**config.mk**
```make
export PLATFORM = sky130hd
export DESIGN_NAME = dmem_bridge
export DESIGN_NICKNAME = d
export VERILOG_FILES = /design/src/rtl/dmem_bridge.sv
export SDC_FILE = /design/constraint.sdc
export NUM_CORES = 1
export LEC_CHECK = 0
export BUFFER_PORTS_ARGS = -buffer_cell sky130_fd_sc_hd__clkbuf_2
export CORE_ASPECT_RATIO = 0.7
export CORE_MARGIN = 1
export CORE_UTILIZATION = 40
export DETAILED_ROUTE_END_ITERATION = 10
export GPL_ROUTABILITY_DRIVEN = 0
export PLACE_DENSITY = 0.73
export SKIP_CTS_REPAIR_TIMING = 1
export SYNTH_ARGS = -nofsm -noshare
export SYNTH_HDL_FRONTEND = slang
export SYNTH_SLANG_ARGS = --single-unit
```
**constraint.sdc**
```tcl
create_clock -name clk -period 1.76 [get_ports clk]
set_input_delay 0 -clock clk [delete_from_list [all_inputs] [get_ports clk]]
set_output_delay 0 -clock clk [all_outputs]
set_load 0.005 [all_outputs]
```
**src/rtl/dmem_bridge.sv**
```systemverilog
// -----------------------------------------------------------------------------
// dmem_bridge
//
// Data-side memory bridge behind the MEM stage. Turns the stage's single-cycle
// SRAM-style access into a split-transaction bus (request / address-ack /
// data-ack) and freezes the pipeline with cpu_stall while the access is in
// flight. Read data is returned raw (32 bits); lane extraction and sign
// extension stay in the MEM stage.
//
// Optional feature macro: DBRIDGE_TIMEOUT_EN
//   Defined   : per-transaction watchdog of TIMEOUT cycles. On expiry the
//               access completes with cpu_rdata = 0 and the sticky bus_err set.
//   Undefined : no watchdog, bus_err tied low, REQ/WAIT wait indefinitely.
//
// Parameters
//   TIMEOUT       watchdog limit in cycles (used only with DBRIDGE_TIMEOUT_EN)
//
// Ports
//   clk, rst      clock, synchronous active-high reset
//   cpu_en        MEM stage has a load/store this cycle
//   cpu_wen       byte write mask (0 = load)
//   cpu_size      access size: 0 byte, 1 half, 2 word
//   cpu_addr      byte address
//   cpu_wdata     lane-replicated store data
//   cpu_rdata     raw word of the last completed load
//   cpu_stall     hold IF..MEM this cycle
//   data_req      bus request valid
//   data_wr       1 = write
//   data_size     latched cpu_size
//   data_addr     latched address
//   data_wdata    latched store data
//   data_wstrb    latched byte mask
//   data_addr_ok  request accepted by the slave
//   data_data_ok  read data / write completion
//   data_rdata    read data, valid with data_data_ok
//   bus_err       sticky watchdog timeout flag
// -----------------------------------------------------------------------------
module dmem_bridge #(
    parameter int TIMEOUT = 255
) (
    input  logic        clk,
    input  logic        rst,
    input  logic        cpu_en,
    input  logic [3:0]  cpu_wen,
    input  logic [1:0]  cpu_size,
    input  logic [31:0] cpu_addr,
    input  logic [31:0] cpu_wdata,
    output logic [31:0] cpu_rdata,
    output logic        cpu_stall,
    output logic        data_req,
    output logic        data_wr,
    output logic [1:0]  data_size,
    output logic [31:0] data_addr,
    output logic [31:0] data_wdata,
    output logic [3:0]  data_wstrb,
    input  logic        data_addr_ok,
    input  logic        data_data_ok,
    input  logic [31:0] data_rdata,
    output logic        bus_err
);

    localparam logic [1:0] S_IDLE = 2'd0;
    localparam logic [1:0] S_REQ  = 2'd1;
    localparam logic [1:0] S_WAIT = 2'd2;
    localparam logic [1:0] S_DONE = 2'd3;

    logic [1:0]  state_q, state_d;
    logic        req_q;
    logic        wr_q;
    logic [1:0]  size_q;
    logic [31:0] addr_q;
    logic [31:0] wdata_q;
    logic [3:0]  wstrb_q;
    logic [31:0] rdata_q;
    logic        rd_cap;
    logic        to_fire;

`ifdef DBRIDGE_TIMEOUT_EN
    localparam int CNT_W = ($clog2(TIMEOUT + 1) > 8) ? $clog2(TIMEOUT + 1) : 8;
    // Expiry is detected one count early so that exactly TIMEOUT cycles are
    // spent in REQ/WAIT before DONE.
    localparam logic [CNT_W-1:0] CNT_LAST = CNT_W'(TIMEOUT - 1);

    logic [CNT_W-1:0] cnt_q, cnt_d;
    logic             err_q;
`endif

    // Next-state logic. Data acks outside REQ+addr_ok or WAIT fall through
    // the case without effect, which is how spurious acks are ignored.
    always_comb begin
        state_d = state_q;
        rd_cap  = 1'b0;
        to_fire = 1'b0;
        case (state_q)
            S_IDLE: begin
                if (cpu_en) state_d = S_REQ;
            end
            S_REQ: begin
                if (data_addr_ok) begin
                    if (data_data_ok) begin
                        state_d = S_DONE;
                        rd_cap  = ~wr_q;
                    end else begin
                        state_d = S_WAIT;
                    end
                end
            end
            S_WAIT: begin
                if (data_data_ok) begin
                    state_d = S_DONE;
                    rd_cap  = ~wr_q;
                end
            end
            S_DONE: begin
                // cpu_en is ignored here: the access in MEM is the one that
                // just completed.
                state_d = S_IDLE;
            end
            default: state_d = S_IDLE;
        endcase
`ifdef DBRIDGE_TIMEOUT_EN
        // A real completion on the last watchdog cycle wins over the timeout.
        if ((state_q == S_REQ || state_q == S_WAIT) && state_d != S_DONE &&
            cnt_q == CNT_LAST) begin
            state_d = S_DONE;
            to_fire = 1'b1;
        end
`endif
    end

    always_ff @(posedge clk) begin
        if (rst) begin
            state_q <= S_IDLE;
            req_q   <= 1'b0;
            wr_q    <= 1'b0;
            size_q  <= 2'd0;
            addr_q  <= 32'h0;
            wdata_q <= 32'h0;
            wstrb_q <= 4'h0;
            rdata_q <= 32'h0;
        end else begin
            state_q <= state_d;
            // Registered request: high for exactly the cycles spent in REQ.
            req_q   <= (state_d == S_REQ);
            if (state_q == S_IDLE && cpu_en) begin
                wr_q    <= |cpu_wen;
                size_q  <= cpu_size;
                addr_q  <= cpu_addr;
                wdata_q <= cpu_wdata;
                wstrb_q <= cpu_wen;
            end
            if (rd_cap) begin
                rdata_q <= data_rdata;
            end else if (to_fire) begin
                rdata_q <= 32'h0;
            end
        end
    end

`ifdef DBRIDGE_TIMEOUT_EN
    always_comb begin
        cnt_d = cnt_q;
        if (state_d == S_REQ && state_q != S_REQ) begin
            cnt_d = '0;
        end else if (state_q == S_REQ || state_q == S_WAIT) begin
            cnt_d = cnt_q + CNT_W'(1);
        end
    end

    always_ff @(posedge clk) begin
        if (rst) begin
            cnt_q <= '0;
            err_q <= 1'b0;
        end else begin
            cnt_q <= cnt_d;
            if (to_fire) err_q <= 1'b1;
        end
    end

    assign bus_err = err_q;
`else
    logic unused_timeout;
    assign unused_timeout = ^TIMEOUT;
    assign bus_err        = 1'b0;
`endif

    assign cpu_stall  = (state_q == S_IDLE && cpu_en) ||
                        (state_q == S_REQ) || (state_q == S_WAIT);
    assign cpu_rdata  = rdata_q;
    assign data_req   = req_q;
    assign data_wr    = wr_q;
    assign data_size  = size_q;
    assign data_addr  = addr_q;
    assign data_wdata = wdata_q;
    assign data_wstrb = wstrb_q;

endmodule

```
**Word level (Yosys, flattened, before mapping)**

Cells that the tools add are included.

- Word-level logic and storage cells: 26
- Flip-flop bits (word level): 106
- Input port bits: 107
- Output and inout port bits: 106

- Muxes and demuxes: 8
- Eq/ne operators: 4
- Reductions and logical operators: 5
- Bitwise logic cells: 1

Operator list:

| kind | number |
|---|---|
| one-hot mux 2 bit (4 select lines) | 1 |
| two-way mux 2 bit | 3 |
| == test 2 x 1 -> 1 bit (second input constant) | 2 |
| == test 2 bit (second input constant) | 2 |
| OR reduction 4 bit | 1 |
| two-way mux 1 bit | 3 |
| zero test 2 bit | 1 |
| logical OR 1 bit | 2 |
| one-hot mux 1 bit (2 select lines) | 1 |
| logical AND 1 bit | 1 |
| NOT 1 bit | 1 |

**Longest topological paths before layout**

- Depth in word-level cells: 4
- Gate-level depth with buffers: 7
- Mapped depth without buffers: 5

**Worst setup path before layout**

Ideal clock, no wire load.

- Path type: register to register
- Start point: reg state_q[0]
- End point: reg rdata_q[21], in the netlist cpu_rdata[21]
- Library setup time: 0.132 ns
- Data arrival time: 1.295 ns
- Path buffers: 2
- Cell stages (with the launch flop): 8
- Clock period less this slack: 1.427 ns
- Setup slack: 0.333 ns
- Data required time: 1.628 ns
- Path through: dfxtp_1 inv_1 ha_1 and3b_1 buf_2 buf_2 nand3_1 a21oi_1

- Cells in the longest elaborated chain, start to end: 2
- Elaborated cells between the ends (all ways): 3
- Those cells by class: eq/ne: 2; mux: 1

Ends and longest elaborated chain:

| what | line | text |
|---|---|---|
| start, declared | 67 | `logic [1:0] state_q, state_d;` |
| start signal, assigned | 142 | `state_q <= state_d;` |
| == test 2 bit or == test 2 x 1 -> 1 bit (tied branches) | 94 | `case (state_q)` |
| one-hot mux 1 bit (2 select lines) (*) | 94 |  |
| end signal, assigned | 153 | `rdata_q <= data_rdata;` |
| end, declared | 74 | `logic [31:0] rdata_q;` |

Every way passes the cells marked *; elsewhere a longest branch is shown, timed or not.
A chain may end at the register's enable or synchronous reset.

**Worst setup path in the final report**

- Start point: reg state_q[0]
- End point: out cpu_stall

- Cells in the longest elaborated chain, start to end: 4
- Elaborated cells between the ends (all ways): 6
- Those cells by class: eq/ne: 2; reduce/logical: 4

Ends and longest elaborated chain:

| what | line | text |
|---|---|---|
| zero test 2 bit | 187 | `assign cpu_stall = (state_q == S_IDLE && cpu_en) \|\|` |
| logical AND 1 bit | 187 |  |
| logical OR 1 bit | 187 |  |
| logical OR 1 bit (*) | 188 | `(state_q == S_REQ) \|\| (state_q == S_WAIT);` |
| end, declared | 49 | `output logic cpu_stall,` |

Marked as above.

==> metrics <==
die area=10070 um^2; vias in the first global route=3561; final net count=885; total gr overflow=0; Crit Path Category=reg -> out; CP arrival=1.68 ns; core region area=9216 um^2; Tcrit/Tclk final=0.9522; max cap viols=0; status=completed; CTS Sinks=between 100 and 150; Iter 0 DRT Violations=287; Power Density=1133 nW/um^2; Netlist Area Pre-Place=3865 um^2; antenna violations before repair=0; drt wl/cell=about 14 um; final HPWL from detailed placement=7.320 mm; met2 WL=6.552 mm; met1 wire length=5.053 mm; P_leak=0.002861 uW; Post-Synthesis Net Count=593; fillers=~710; Die Height=84.24 um; Routed WL=around 13 mm; switching power=2287 uW; top cells by area, synth=dfxtp_1 (55%), nand2_1 (14%), a21oi_1 (13%), nand3_1 (4.1%), o21ai_0 (4.1%); htree depth=3; Yosys cell types=30; combinational power share=0.304; antenna cells=0; Setup Skew=0.005756 ns; Seq/Total Area, Yosys=0.5490; Die X=~120 um; RR Startpoint=state_q[0]; DR vias=4486; flops & latches, synth=106; Worst-path clk slew=0.06 ns; CTS tree=done; initial core utilization=0.4194; Worst-Skew Late Latency=0.34 ns; power share of the clock group=0.295; top routing layer in use=met4; CTS Buf Count=9; Power Internal=4933 uW; final hold vios=0; Startpoint Class=register; Area after DPL=5029 um^2; P&R area growth vs syn=64.91%; Clock Path Buffers=2; HP Start=data_data_ok; Final Cell Area=6374 um^2; top cell type's share of synthesized area=0.5490; Mapped Cells=around 480; Root Buffer=clkbuf_16; element type at the critical path end=primary output; Req. time, crit path=~1.8 ns; All-Layer GR Usage=0.2050; final setup fails=0; via/cell ratio=4.968; row count=29; min-delay worst type=in -> reg; first-pass GRT wire length=approximately 17 mm; fmax=0.5967 GHz; RSZ-0062 raised after global routing=no; antenna-violating nets left=0; share of cells above drive strength 1=0.3055; DRT Pass-1 Iters=5; share of power burned in registers=0.401; max_slew headroom=0.5939; Worst Path Max Fanout=13; number of port buffers=211; Slew @ Worst Pin=slightly above 0.6 ns; Synth Area per Inst=8.019 um^2; Pins Over Slew Limit=0; Post-Layout Cell Count=about 900; placed insts=785; Synth area leader=dfxtp_1; Setup crit start=state_q[0]; metal3 WL=between 1 and 1.5 mm; peak supply drop=0.8216 mV; Post-route DRC=0; yosys warns=0; pin count of the biggest net entering global routing=72; fin crit period=approximately 1.7 ns; Net Sw Frac=0.3167; Boundary Pins=213
kinds of logic (layout without fill, tap and decap cells):
| group | after synthesis | count (layout) | share of synthesized area |
|---|---|---|---|
| other | 1 | 1 | 0.0009703 |
| AND/OR/NAND/NOR | 185 | 185 | 0.1965 |
| flip-flops | 106 | 106 | 0.5490 |
| AO/OA/AOI/OAI | 143 | 143 | 0.1910 |
| buffers and inverters | 43 | 340 | 0.04953 |
| adder cells (fa/ha/maj) | 4 | 4 | 0.01295 |
per-layer routing:
layer  GRT usage  up-vias
met5           0        -
met4     0.05227        0
met3     0.07269       15
met2      0.3458      211
met1      0.2490     2070
li1            -     2190
state kept, by name, indices dropped and copies added (netlist names):
signal,count
data_req,1
data_wstrb,4
data_wr,1
data_wdata,32
data_addr,32
cpu_rdata,32
data_size,2
state_q,2
through the flow:
step            TNS, ns  hold WS [ns]  setup WS, ns    util  power (uW)
2_1_floorplan         0        0.1360        0.3329       -        4087
5_1_grt               0       0.09670       0.01057  0.6916        7631
4_1_cts        -0.07772       -0.1336      -0.07772  0.5805        7030
3_3_place_gp          0        0.2221        0.2324  0.5456        4816
3_5_place_dp          0        0.2279        0.1613  0.5456        4893
6_report              0       0.06673       0.08418  0.6916        7220
cell usage in the layout (no fill, tap or decap), types with 2 or more instances in the layout:
master         count
clkbuf_16          9
nand2_1          141
ha_1               4
dlygate4sd3_1    102
buf_4              5
o21ai_0           32
inv_1              2
buf_12             5
bufinv_16          2
clkbuf_1           2
nand3_1           32
a21oi_1          103
nor2_1             2
clkbuf_2         210
clkinvlp_4         2
dfxtp_1          105
nor3_1             2
critical path, cell delays in order, from the launching register on:
cell and delay, ns:
dfxtp_2 0.35, inv_1 0.09, ha_1 0.24, and2_4 0.22, or3_1 0.32, clkbuf_2 0.13
cell usage after synthesis (all sizes together):
master / number
buf: 20
conb: 1
inv: 2
nor3: 2
nand3b: 1
nand2: 142
nor2b: 1
ha: 4
a211oi: 1
clkbuf: 21
a221oi: 1
o21bai: 1
nor2: 2
a21o: 1
o41ai: 1
or3: 1
nand3: 32
o21ai: 33
nand2b: 1
dfxtp: 106
and3b: 1
a21oi: 104
and2: 1
a211o: 1
nor3b: 1
power groups by stage:
stage               Combinational (uW)  Clock [uW]  Sequential, uW
finish                            2200        2130            2900
global route                      2420        2280            2930
CTS                               1970        2180            2890
detailed placement                1960           0            2940
global placement                  1900           0            2920
floorplan                         1130           0            2950
worst paths after layout:
path,to,slack (ns),cells after the start
hold / removal,state_q[0],0.07,4
hold reg to reg,data_addr[19],0.45,2
setup / recovery,cpu_stall,0.08,5
setup reg to reg,cpu_rdata[3],0.16,6
area by class of cell:
type                            count  area [um^2]  share of cell area
Clock inverter                      4        75.07             0.01178
Multi-Input combinational cell    333         1556              0.2442
Timing Repair Buffer              322         2210              0.3467
Tap cell                          124        155.1             0.02434
Sequential cell                   106         2123              0.3331
Clock buffer                       12        246.5             0.03867
Inverter                            2        7.507            0.001178
(Power assumes the default switching activity.)
